<file path="src/rtl/arb_pkg.sv">
// Shared types and helpers for the four-channel round-robin arbiter.
package arb_pkg;

    localparam int NUM_CH = 4;

    typedef enum logic {
        ST_IDLE,
        ST_GRANT
    } state_t;

    // One-hot decode of a channel index.
    function automatic logic [NUM_CH-1:0] onehot4(input logic [1:0] idx);
        logic [NUM_CH-1:0] base;
        base = 4'b0001;
        return base << idx;
    endfunction

endpackage

</file>
<file path="src/rtl/rr_arbiter4_if.sv">
// Request/grant bundle between the requesters and the arbiter.
interface rr_arbiter4_if;

    logic [3:0] req;
    logic [3:0] gnt;
    logic       s1;
    logic       s0;
    logic       gnt_valid;

    // Requester side.
    modport master (
        output req,
        input  gnt,
        input  s1,
        input  s0,
        input  gnt_valid
    );

    // Arbiter side.
    modport slave (
        input  req,
        output gnt,
        output s1,
        output s0,
        output gnt_valid
    );

endinterface

</file>
<file path="src/rtl/rr_pick.sv">
// Combinational rotating-priority picker: first set bit of mask,
// scanning ptr, ptr+1, ... modulo 4.
module rr_pick (
    input  logic [3:0] mask,
    input  logic [1:0] ptr,
    output logic [1:0] idx,
    output logic       any
);

    logic [1:0] cand;

    // Scan the four channels starting at ptr; keep the first hit.
    always_comb begin
        idx  = '0;
        any  = 1'b0;
        cand = '0;
        for (int unsigned i = 0; i < 4; i++) begin
            cand = ptr + 2'(i);
            if (!any && mask[cand]) begin
                idx = cand;
                any = 1'b1;
            end
        end
    end

endmodule

</file>
<file path="src/rtl/rr_arbiter4.sv">
// Four-channel round-robin arbiter with bounded hold time, driving
// the one-hot grant and the binary select pair of a 4:1 data mux.
module rr_arbiter4
    import arb_pkg::*;
#(
    parameter int MAX_HOLD = 8,
    parameter int CW       = $clog2(MAX_HOLD + 1)
) (
    input  logic          clk,
    input  logic          rst,
    rr_arbiter4_if.slave  bus
);

    localparam logic [CW-1:0] HOLD_LAST = CW'(MAX_HOLD - 1);

    state_t        state;
    logic [1:0]    owner;
    logic [1:0]    ptr;
    logic [CW-1:0] hold_cnt;

    logic [3:0]    gnt_q;
    logic          s1_q;
    logic          s0_q;
    logic          valid_q;

    logic [1:0]    owner_inc;
    logic [3:0]    others;
    logic [3:0]    pick_mask;
    logic [1:0]    pick_ptr;
    logic [1:0]    pick_idx;
    logic          pick_any;

    // Feed the single picker: raw requests from IDLE; from GRANT the
    // competitors only, scanned from the channel after the owner so the
    // pick matches the pointer that is being written on the same edge.
    always_comb begin
        owner_inc = owner + 2'd1;
        others    = bus.req & ~onehot4(owner);
        pick_mask = bus.req;
        pick_ptr  = ptr;
        if (state == ST_GRANT) begin
            pick_mask = others;
            pick_ptr  = owner_inc;
        end
    end

    rr_pick u_pick (
        .mask (pick_mask),
        .ptr  (pick_ptr),
        .idx  (pick_idx),
        .any  (pick_any)
    );

    // Grant FSM with registered grant/select outputs.
    always_ff @(posedge clk) begin
        if (rst) begin
            state    <= ST_IDLE;
            owner    <= '0;
            ptr      <= '0;
            hold_cnt <= '0;
            gnt_q    <= '0;
            s1_q     <= 1'b0;
            s0_q     <= 1'b0;
            valid_q  <= 1'b0;
        end else begin
            case (state)
                ST_IDLE: begin
                    if (pick_any) begin
                        state    <= ST_GRANT;
                        owner    <= pick_idx;
                        hold_cnt <= '0;
                        gnt_q    <= onehot4(pick_idx);
                        s1_q     <= pick_idx[1];
                        s0_q     <= pick_idx[0];
                        valid_q  <= 1'b1;
                    end
                end
                ST_GRANT: begin
                    if (!bus.req[owner]) begin
                        ptr <= owner_inc;
                        if (pick_any) begin
                            owner    <= pick_idx;
                            hold_cnt <= '0;
                            gnt_q    <= onehot4(pick_idx);
                            s1_q     <= pick_idx[1];
                            s0_q     <= pick_idx[0];
                        end else begin
                            state    <= ST_IDLE;
                            hold_cnt <= '0;
                            gnt_q    <= '0;
                            s1_q     <= 1'b0;
                            s0_q     <= 1'b0;
                            valid_q  <= 1'b0;
                        end
                    end else if (hold_cnt == HOLD_LAST && pick_any) begin
                        ptr      <= owner_inc;
                        owner    <= pick_idx;
                        hold_cnt <= '0;
                        gnt_q    <= onehot4(pick_idx);
                        s1_q     <= pick_idx[1];
                        s0_q     <= pick_idx[0];
                    end else if (hold_cnt != HOLD_LAST) begin
                        hold_cnt <= hold_cnt + CW'(1);
                    end
                end
                default: state <= ST_IDLE;
            endcase
        end
    end

    assign bus.gnt       = gnt_q;
    assign bus.s1        = s1_q;
    assign bus.s0        = s0_q;
    assign bus.gnt_valid = valid_q;

endmodule

</file>
<file path="src/flat_wrapper.sv">
// flat-port wrapper written by rule: the top's interface ports become plain ports
module rr_arbiter4_flat import arb_pkg::*;
#(
    parameter int MAX_HOLD = 8,
    parameter int CW       = $clog2(MAX_HOLD + 1)
)
  (clk, rst, bus_req, bus_gnt, bus_s1, bus_s0, bus_gnt_valid);
  rr_arbiter4_if bus_i ();
  input  logic clk;
  input  logic rst;
  input wire logic [$bits(bus_i.req)-1:0] bus_req;
  output wire logic [$bits(bus_i.gnt)-1:0] bus_gnt;
  output wire logic [$bits(bus_i.s1)-1:0] bus_s1;
  output wire logic [$bits(bus_i.s0)-1:0] bus_s0;
  output wire logic [$bits(bus_i.gnt_valid)-1:0] bus_gnt_valid;
  assign bus_i.req = bus_req;
  assign bus_gnt = bus_i.gnt;
  assign bus_s1 = bus_i.s1;
  assign bus_s0 = bus_i.s0;
  assign bus_gnt_valid = bus_i.gnt_valid;
  rr_arbiter4 #(.MAX_HOLD(MAX_HOLD), .CW(CW)) u_core (.clk(clk), .rst(rst), .bus(bus_i));
endmodule
</file>
<file path="config.mk">
export PLATFORM = sky130hd
export DESIGN_NAME = rr_arbiter4_flat
export DESIGN_NICKNAME = d
export VERILOG_FILES = /design/src/rtl/arb_pkg.sv /design/src/rtl/rr_arbiter4_if.sv /design/src/rtl/rr_pick.sv /design/src/rtl/rr_arbiter4.sv /design/src/flat_wrapper.sv
export SDC_FILE = /design/constraint.sdc
export NUM_CORES = 1
export LEC_CHECK = 0
export CORE_ASPECT_RATIO = 0.75
export CORE_UTILIZATION = 40
export CTS_CLUSTER_SIZE = 16
export DETAILED_ROUTE_END_ITERATION = 10
export GPL_TIMING_DRIVEN = 0
export SYNTH_ARGS = -nofsm -noshare
export SYNTH_HDL_FRONTEND = slang
export SYNTH_SLANG_ARGS = --single-unit
</file>
<file path="constraint.sdc">
create_clock -name clk -period 3.1 [get_ports clk]
set_clock_uncertainty 0.15 [all_clocks]
set_input_delay 0.62 -clock clk [delete_from_list [all_inputs] [get_ports clk]]
set_output_delay 0.62 -clock clk [all_outputs]
set_load 0.005 [all_outputs]
</file>
==> out/results.ini <==
[timing]
finalHoldWorstSlack_ns=0.307
fmax_ghz=0.409
fin_ws_ns=0.653
fin_crit_ns=2.45
setup_viol=0
max_slew.worst_pin.slew_ns=0.503
slew_violations=0
slew_headroom_pct=66.1
rsz0062_at_grt=false
fin_crit_sh_pct=78.9
hold_violations=0
finalSetupTns_ns=0

[floorplanning]
die_area_um2=2520
io_pins=13
die_w_um=57.6
start_util_pct=44.1
rows=14
core_um2=2100
die_h_um=43.7

[synth]
synthCells=111
ys_types=39
yosysWarnings=0
synth_fp_nets=122
synth_area_um2=927
ys_ff_latch=16
postSynthAreaPerCell_um2=8.35
yosysSeqAreaShare_pct=34.5

[power]
leakagePower_nw=0.428
power.density_nw_per_um2=510
ir_drop_v=0.000314

[clock_tree]
cts_max_level=1
clkTransAtPathRegs_ns=0.10
clk_latency_ns=0.29
tritoncts=done
cts.repair.resized=0
numCtsBuffers=3
ctsHoldBuffers=0
clock-root-buffer=clkbuf_4
postCtsSetupBuffers=0
cts.sink_count=16
cts.path.max_buffers=2

[final_layout]
final_cell_mix=nand2_1 (17), dfxtp_1 (16), a21oi_1 (13), clkdlybuf4s50_1 (12), nor2_1 (8)
syn2layout_area_growth_pct=20.1
nFillCells=205
mostFrequentLayoutCell=nand2_1
final_cell_count_no_fill=151
diodes=0
nNetsFinal=139
drive_gt1_share_pct=8.66

[critical_path]
critPathSlowestCell=dfxtp_1
critical_path_depth=8
worst-path-buf-inv=1
crit_type=register to register
worstPathArrival_ns=2.53
end_kind=register
start_kind=register
path_cells=inv_1, ha_1, mux2_4, nand2_1, nor3b_1, o22ai_1, or3_1, a21oi_2
max_stage_delay_ns=0.44
critPathTopFamily=simple AND/OR/NAND/NOR gates
cp.required_ns=3.18
worstPathMaxFanout=6
ff2ff_path_depth=8

[global_route]
busiest_layer=met2
gr-usage-met3_pct=6.27
use_met1_pct=26.4
grt_pass1_wl_um=3490
grt.overflow.total=0
grt_max_degree=11
grt_pass1_vias=771
met2_usage_pct=28.4
grt_usage_pct=18.5
antenna_found_initial=0

[routing]
wl_per_cell_um=14.1
drc=0
drt_iter0_drc=16
dr_total_vias=858
viasPerCell=5.68
ant_nets=0
drt-total-wl_um=2130
firstDrtPassIters=4

[place]
pre_cts_slack_ns=0.384
dpl.cell_count=147
finalWeightedCongestion=0.800
dp_hpwl_um=1650
portBuffers=12

[job]
cap_viol_max_count=0

[min_path]
hold_path.class=register to register
worstHoldPathCells=2

[status]
outcome=finished clean

-- final timing paths --
path / endpoint / startpoint / slack (ns)
worst max-delay path: u_core.bus.gnt[2] / u_core.owner[0] / 0.65
worst min-delay path: u_core.bus.s0 / u_core.bus.s0 / 0.31
worst max register to register: u_core.bus.gnt[2] / u_core.owner[0] / 0.65
worst min register to register: u_core.bus.s0 / u_core.bus.s0 / 0.31
-- worst reg2reg max path: stages, from the launching register on --
cell and delay [ns]:
dfxtp_1 0.44, inv_1 0.13, ha_1 0.35, mux2_4 0.31, nand2_1 0.10, nor3b_1 0.27, o22ai_1 0.16, or3_1 0.37
a21oi_2 0.11
-- flip-flops by register name (all words and copies together), names as in the netlist --
name / cells
u_core.owner: 2
u_core.bus.gnt: 4
u_core.ptr: 2
u_core.hold_cnt: 4
u_core.bus.s1: 1
u_core.state: 1
u_core.bus.gnt_valid: 1
u_core.bus.s0: 1
-- cell families after synthesis --
kind of cell / synth area share, %
muxes: 5.13
xor gates and xnor gates: 0.945
adders and majority gates: 6.75
AOI/OAI and AO/OA: 23.6
DFF: 34.5
and+or+nand+nor: 26.2
buffers and inverters: 2.83
-- per-layer routing --
metal,vias to the layer above,part of all wire [%]
met1,404,55
met4,0,0
met5,-,0
li1,436,-
met3,0,3.9
met2,18,41
-- per-stage QoR --
stage	util, %	instance area [µm²]	power, mW
final	53.0	1110	0.568
after detailed placement	51.2	1080	0.429
after global placement	51.2	1080	0.425
after floorplan	-	927	0.366
after CTS	53.0	1110	0.571
after global routing	53.0	1110	0.605
-- cell usage after synthesis --
cell      number  area [µm²]
nand2_1       17        63.8
dfxtp_1       16         320
a21oi_1       13        65.1
nor2_1         8        30.0
o21ai_0        6        30.0
ha_1           5        62.6
nand3_1        5        25.0
inv_1          4        15.0
nand2b_1       4        25.0
a21boi_0       2        15.0
a31oi_1        2        12.5
or3_1          2        12.5
a21o_1         1        7.51
a21oi_2        1        8.76
a41o_1         1        10.0
and2_1         1        6.26
and3b_1        1        8.76
buf_4          1        7.51
clkbuf_1       1        3.75
mux2_4         1        15.0
mux2i_1        1        10.0
mux4_2         1        22.5
nand2b_4       1        13.8
nand3b_1       1        7.51
nand4b_1       1        8.76
nor2b_1        1        6.26
nor3_1         1        5.00
nor3b_1        1        7.51
nor4_1         1        6.26
o2111a_1       1        11.3
o211ai_1       1        7.51
o21a_4         1        15.0
o221a_2        1        11.3
o22a_1         1        8.76
o22ai_1        1        6.26
o32a_1         1        10.0
or2b_1         1        7.51
or3b_1         1        8.76
xor2_1         1        8.76
-- where the power goes --
part / internal [mW] / switching [mW]
registers: 0.228 / 0.0176
logic: 0.0891 / 0.0914
clock network: 0.0715 / 0.0705
-- layout make-up --
| class | instances | area (µm²) | area share, % |
|---|---|---|---|
| Buffer | 2 | 11.3 | 1.01 |
| Clock buffer | 4 | 36.3 | 3.26 |
| Inverter | 4 | 15.0 | 1.35 |
| Multi-Input combinational cell | 89 | 581 | 52.1 |
| Sequential cell | 16 | 320 | 28.8 |
| Tap cell | 24 | 30.0 | 2.70 |
| Timing Repair Buffer | 12 | 120 | 10.8 |
Power figures use the tool's default switching activity.
